$ cat config.mk
export PLATFORM = sky130hd
export DESIGN_NAME = aes_block_uart_tx_flat
export DESIGN_NICKNAME = d
export VERILOG_FILES = /design/src/rtl/aes_block_uart_tx_if.sv /design/src/rtl/aes_block_uart_tx.sv /design/src/flat_wrapper.sv
export SDC_FILE = /design/constraint.sdc
export NUM_CORES = 1
export LEC_CHECK = 0
export BUFFER_PORTS_ARGS = -buffer_cell sky130_fd_sc_hd__buf_4
export CORE_MARGIN = 1
export CORE_UTILIZATION = 40
export DETAILED_ROUTE_END_ITERATION = 12
export GPL_TIMING_DRIVEN = 0
export PLACE_DENSITY = 0.66
export SLEW_MARGIN = 20
export SYNTH_ARGS = -nofsm -noshare
export SYNTH_HDL_FRONTEND = slang
export SYNTH_SLANG_ARGS = --single-unit
$ cat constraint.sdc
create_clock -name CLK100M -period 2.43 [get_ports CLK100M]
set_clock_uncertainty 0.15 [all_clocks]
set_input_delay 0.1215 -clock CLK100M [delete_from_list [all_inputs] [get_ports CLK100M]]
set_output_delay 0.1215 -clock CLK100M [all_outputs]
set_load 0.01 [all_outputs]
$ cat src/rtl/aes_block_uart_tx_if.sv
// Signal bundle between the AES block serializer, its block source and the UART transmitter.
interface aes_block_uart_tx_if #(
    parameter int NUM_BYTES = 16
);
    localparam int IDX_W = (NUM_BYTES > 1) ? $clog2(NUM_BYTES) : 1;

    logic [8*NUM_BYTES-1:0] I_BLOCK;
    logic                   I_BLOCK_VLD;
    logic                   O_BLOCK_RDY;
    logic [7:0]             O_TX_DATA;
    logic                   O_TX_START;
    logic                   I_TX_BUSY;
    logic                   O_DONE;
    logic                   O_ERR;
    logic [IDX_W-1:0]       O_BYTE_IDX;

    modport slave (
        input  I_BLOCK, I_BLOCK_VLD, I_TX_BUSY,
        output O_BLOCK_RDY, O_TX_DATA, O_TX_START, O_DONE, O_ERR, O_BYTE_IDX
    );

    modport master (
        output I_BLOCK, I_BLOCK_VLD, I_TX_BUSY,
        input  O_BLOCK_RDY, O_TX_DATA, O_TX_START, O_DONE, O_ERR, O_BYTE_IDX
    );
endinterface

$ cat src/rtl/aes_block_uart_tx.sv
// Serializes one ciphertext block into UART bytes, most-significant byte first, paced by busy.
module aes_block_uart_tx #(
    parameter int NUM_BYTES    = 16,
    parameter int GAP_CYCLES   = 0,
    parameter int BUSY_TIMEOUT = 16
) (
    input  logic               CLK100M,
    input  logic               CPU_RESETN,
    aes_block_uart_tx_if.slave bus
);
    localparam int BLK_W   = 8 * NUM_BYTES;
    localparam int IDX_W   = (NUM_BYTES > 1) ? $clog2(NUM_BYTES) : 1;
    localparam int CNT_MAX = (BUSY_TIMEOUT > 255) ? BUSY_TIMEOUT : 255;
    localparam int CNT_W   = $clog2(CNT_MAX + 1);

    localparam logic [IDX_W-1:0] LAST_IDX = IDX_W'(NUM_BYTES - 1);
    localparam logic [CNT_W-1:0] TO_LAST  = CNT_W'(BUSY_TIMEOUT - 1);
    localparam logic [CNT_W-1:0] GAP_LAST = CNT_W'((GAP_CYCLES > 0) ? GAP_CYCLES - 1 : 0);

    typedef enum logic [2:0] {IDLE, START, WAIT_HI, WAIT_LO, GAP} state_e;

    state_e           state_q, state_d;
    logic [BLK_W-1:0] shift_q, shift_d;
    logic [CNT_W-1:0] cnt_q, cnt_d;
    logic [IDX_W-1:0] idx_q, idx_d;
    logic [7:0]       data_q, data_d;
    logic             rdy_q, rdy_d;
    logic             start_q, start_d;
    logic             done_q, done_d;
    logic             err_q, err_d;

    // Next-state logic; every output is the registered image of a value decided here.
    always_comb begin
        state_d = state_q;
        shift_d = shift_q;
        cnt_d   = cnt_q;
        idx_d   = idx_q;
        done_d  = 1'b0;
        err_d   = 1'b0;

        case (state_q)
            IDLE: begin
                if (rdy_q && bus.I_BLOCK_VLD) begin
                    shift_d = bus.I_BLOCK;
                    idx_d   = '0;
                    state_d = START;
                end
            end
            START: begin
                cnt_d   = '0;
                state_d = WAIT_HI;
            end
            WAIT_HI: begin
                if (bus.I_TX_BUSY) begin
                    state_d = WAIT_LO;
                end else if (cnt_q == TO_LAST) begin
                    err_d   = 1'b1;
                    state_d = IDLE;
                end else begin
                    cnt_d = cnt_q + 1'b1;
                end
            end
            WAIT_LO: begin
                if (!bus.I_TX_BUSY) begin
                    if (idx_q == LAST_IDX) begin
                        done_d  = 1'b1;
                        state_d = IDLE;
                    end else begin
                        idx_d   = idx_q + 1'b1;
                        shift_d = shift_q << 8;
                        cnt_d   = '0;
                        state_d = (GAP_CYCLES == 0) ? START : GAP;
                    end
                end
            end
            GAP: begin
                if (cnt_q == GAP_LAST) begin
                    state_d = START;
                end else begin
                    cnt_d = cnt_q + 1'b1;
                end
            end
            default: state_d = IDLE;
        endcase

        // Ready stays low for the cycle that ends a block, so done/err precede the next accept.
        rdy_d   = (state_q == IDLE) && (state_d == IDLE);
        start_d = (state_d == START);
        data_d  = start_d ? shift_d[BLK_W-1 -: 8] : data_q;
    end

    always_ff @(posedge CLK100M or negedge CPU_RESETN) begin
        if (!CPU_RESETN) begin
            state_q <= IDLE;
            shift_q <= '0;
            cnt_q   <= '0;
            idx_q   <= '0;
            data_q  <= '0;
            rdy_q   <= 1'b0;
            start_q <= 1'b0;
            done_q  <= 1'b0;
            err_q   <= 1'b0;
        end else begin
            state_q <= state_d;
            shift_q <= shift_d;
            cnt_q   <= cnt_d;
            idx_q   <= idx_d;
            data_q  <= data_d;
            rdy_q   <= rdy_d;
            start_q <= start_d;
            done_q  <= done_d;
            err_q   <= err_d;
        end
    end

    assign bus.O_BLOCK_RDY = rdy_q;
    assign bus.O_TX_DATA   = data_q;
    assign bus.O_TX_START  = start_q;
    assign bus.O_DONE      = done_q;
    assign bus.O_ERR       = err_q;
    assign bus.O_BYTE_IDX  = idx_q;
endmodule

$ cat src/flat_wrapper.sv
// flat-port wrapper written by rule: the top's interface ports become plain ports
module aes_block_uart_tx_flat 
#(
    parameter int NUM_BYTES    = 16,
    parameter int GAP_CYCLES   = 0,
    parameter int BUSY_TIMEOUT = 16
)
  (CLK100M, CPU_RESETN, bus_I_BLOCK, bus_I_BLOCK_VLD, bus_I_TX_BUSY, bus_O_BLOCK_RDY, bus_O_TX_DATA, bus_O_TX_START, bus_O_DONE, bus_O_ERR, bus_O_BYTE_IDX);
  aes_block_uart_tx_if #(.NUM_BYTES(NUM_BYTES)) bus_i ();
  input  logic CLK100M;
  input  logic CPU_RESETN;
  input wire logic [$bits(bus_i.I_BLOCK)-1:0] bus_I_BLOCK;
  input wire logic [$bits(bus_i.I_BLOCK_VLD)-1:0] bus_I_BLOCK_VLD;
  input wire logic [$bits(bus_i.I_TX_BUSY)-1:0] bus_I_TX_BUSY;
  output wire logic [$bits(bus_i.O_BLOCK_RDY)-1:0] bus_O_BLOCK_RDY;
  output wire logic [$bits(bus_i.O_TX_DATA)-1:0] bus_O_TX_DATA;
  output wire logic [$bits(bus_i.O_TX_START)-1:0] bus_O_TX_START;
  output wire logic [$bits(bus_i.O_DONE)-1:0] bus_O_DONE;
  output wire logic [$bits(bus_i.O_ERR)-1:0] bus_O_ERR;
  output wire logic [$bits(bus_i.O_BYTE_IDX)-1:0] bus_O_BYTE_IDX;
  assign bus_i.I_BLOCK = bus_I_BLOCK;
  assign bus_i.I_BLOCK_VLD = bus_I_BLOCK_VLD;
  assign bus_i.I_TX_BUSY = bus_I_TX_BUSY;
  assign bus_O_BLOCK_RDY = bus_i.O_BLOCK_RDY;
  assign bus_O_TX_DATA = bus_i.O_TX_DATA;
  assign bus_O_TX_START = bus_i.O_TX_START;
  assign bus_O_DONE = bus_i.O_DONE;
  assign bus_O_ERR = bus_i.O_ERR;
  assign bus_O_BYTE_IDX = bus_i.O_BYTE_IDX;
  aes_block_uart_tx #(.NUM_BYTES(NUM_BYTES), .GAP_CYCLES(GAP_CYCLES), .BUSY_TIMEOUT(BUSY_TIMEOUT)) u_core (.CLK100M(CLK100M), .CPU_RESETN(CPU_RESETN), .bus(bus_i));
endmodule
==> reports/summary.txt <==
Die Y - 130.9 um
Synth cell types - 43
synthesized area - 6644 sq um
total number of vias - 6117
Syn Nets - 817
Final Max Slew Viols - 0
DP Wirelength - 12060 um
Post-DRT Antenna Nets - 0
Clock Latency Late Sink - 420 ps
Die X - 130.9 um
Max clock buf depth - 2
CP bufs+invs - 1
Num Clock Sinks - 155
area share of the largest cell type after synthesis - 58.38%
Max Clk Rate - 0.4260 GHz
Power, Total - 0.009585 W
Slew @ Worst Pin - 597.4 ps
Cell Count, Final, Fillers Out - 1210
Rel. slew slack - 60.18%
PD cells - 959.4 nW/um^2
Root Buffer - clkbuf_16
maxcap violations - 0
Inserted Clock Buffers - 17
Worst R2R Path Depth - 6
n_diodes - 0
sequential area share after synthesis - 58.38%
VDD IR-drop max - 0.4927 mV
CTS tree - done
Critical Path RT - 2590 ps
count of flip-flops with a built-in enable after synthesis - 0
Worst setup EP type - flop
Total Routing Usage GR - 22.78%
Std-Cell Rows - 46
final hold vios - 0
drt drc - 0
Detailed Routing Iterations Pass 1 - 5
Arrival @ worst endpoint - 2500 ps
pre-CTS WS - -216.1 ps
async set-or-reset flop fraction in the synthesized netlist - 100.0%
top_reg_cell synth - dfrtp_1
initial antenna violation count - 0
Yosys reg bits - 155
FILL cells - 1317
top cells by count, synth - nand2_1, dfrtp_1, a22oi_1
final worst slack - 82.56 ps
GR Overflow Total - 0
Starting Density - 41.37%
I/O pin total - 148
CP max stage cell - or4_4
Die Area - 17130 sq um
register area - 3880 sq um
WL final - 18460 um
Avg Cell Area, Syn - 9.742 sq um
Yosys Warn Count - 0
CP delay by family, top - simple AND/OR/NAND/NOR gates
CP startpoint kind - flop
Post-layout nets - 1117
vias in the first global route - 6243
clock slew at reported path FFs - 60 ps
core outline area - 16060 sq um
synth top area cells - dfrtp_1, nand2_1, a22oi_1, mux2_2, buf_2
Post-Syn Instances - 682
IO Port Bufs - 146
first-pass GRT wire length - 29730 um
largest net degree at the start of global routing - 81
area of the multi-input gates - 2550 sq um
setup violators final - 0
area delta synth->final - 50.38%
status - finished, final reports clean
Crit path top cell by count - nor4_1
fin crit period - 2347 ps
count leader, synth - nand2_1
Placer Congestion - 0.7964
Wirelength per Cell - 15.25 um
layout cells sized above 1 - 23.24%
top cell type by total area after synthesis - dfrtp_1
Final period util - 96.60%
crit-path max FO - 10
worst-path cell chain - or4_4 > nor4_1 > a221o_1 > buf_4 > nor4_1 > o21a_1
placed cells - 1045
CP peak stage delay - 590 ps
vias per cell - 5.055
Leak - 5.046 nW
kind of critical path - reg -> reg
Stages on worst setup path - 6
CTS HTree Levels - 4
Min-Delay Path Class - in -> async
DR iter-0 viols - 280
RSZ-0062 raised after global routing - false
setup slack, reg-to-reg - 80 ps
-- cell usage in the layout, fill, tap and decap left out, types with 2 or more instances in the layout --
cell	count
a21oi_1	9
a22oi_1	120
buf_2	18
buf_4	148
bufinv_16	2
clkbuf_1	12
clkbuf_16	17
clkbuf_2	17
clkbuf_8	3
clkinv_2	5
dfrtp_1	154
dlygate4sd3_1	131
ha_1	3
inv_1	5
mux2_2	9
nand2_1	262
nand2b_1	2
nand3_1	5
nand3b_1	2
nand4_1	2
nor2_1	10
nor2b_1	3
nor3_1	3
nor4_1	2
o21ai_0	15
o31ai_1	3
or3_1	3
or4_1	2
-- state kept, by name, summed over array words and instances (netlist names) --
name,count
u_core.bus.O_DONE,1
u_core.bus.O_BYTE_IDX,4
u_core.bus.O_BLOCK_RDY,1
u_core.shift_q,128
u_core.bus.O_ERR,1
u_core.cnt_q,8
u_core.bus.O_TX_DATA,8
u_core.state_q,3
u_core.bus.O_TX_START,1
-- layout make-up --
class                   count  share of cell area [%]
plain buffers              46                   2.242
clock buffers              23                   4.784
flip-flops and latches    155                   38.84
inverters                   5                  0.1879
well taps                 216                   2.705
clock inverters             8                  0.9267
multi-input cells         476                   25.52
repair buffers            281                   24.80
-- final timing paths --
check,start,to
min in group CLK100M,bus_I_BLOCK[0],u_core.shift_q[0]$_DFFE_PN0P_
worst min register to register,u_core.shift_q[127]$_DFF_PN0_,u_core.shift_q[127]$_DFF_PN0_
worst max-delay path,u_core.cnt_q[4]$_DFFE_PN0P_,u_core.cnt_q[7]$_DFFE_PN0P_
worst min-delay path,CPU_RESETN,u_core.bus.O_TX_START$_DFF_PN0_
worst max register to register,u_core.cnt_q[4]$_DFFE_PN0P_,u_core.cnt_q[7]$_DFFE_PN0P_
max in group asynchronous,CPU_RESETN,u_core.shift_q[90]$_DFFE_PN0P_
-- cell families (layout without fill, tap and decap cells) --
kind of cell    Yosys count  after routing  synth area share [%]
flops                   155            155                 58.38
xor+xnor                  1              1                0.1319
buf+inv                  51            363                 3.277
compound gates          159            159                 17.40
mux                      10             10                 1.676
simple gates            303            303                 18.57
fa+ha+maj                 3              3                0.5650
-- metrics by stage --
step | TNS, ps | utilization, % | hold WS, ps | instance area (sq um)
4_1_cts | 0 | 61.98 | 136.0 | 9953
3_3_place_gp | -4167 | 49.88 | 177.4 | 8010
3_5_place_dp | -7001 | 50.10 | -12.99 | 8045
5_1_grt | 0 | 62.22 | 167.9 | 9991
6_report | 0 | 62.22 | 110.5 | 9991
2_1_floorplan | 0 | - | -324.1 | 6644
-- routing by layer --
| metal | up-vias | global-route usage (%) | wire length, um |
|---|---|---|---|
| met2 | 180 | 37.82 | 9042 |
| met3 | 27 | 4.357 | 848 |
| met1 | 2943 | 29.68 | 8232 |
| met5 | - | 0 | 0 |
| li1 | 2967 | - | - |
| met4 | 0 | 8.316 | 335 |
-- what timing repair did --
| action | in CTS | in global routing |
|---|---|---|
| resized for setup | 5 | 24 |
| hold endpoints to repair | 213 | 0 |
| buffers inserted | 1 | 2 |
| endpoints found under the setup margin | 95 | 135 |
| hold buffers | 131 | 0 |
-- where the power goes --
part | internal (W) | switching, W | total [W]
registers | 0.00355 | 0.000537 | 0.00409
clock network | 0.00158 | 0.000987 | 0.00257
logic | 0.00130 | 0.00163 | 0.00293
total | 0.00643 | 0.00315 | 0.00959
Power figures use the tool's default switching activity.
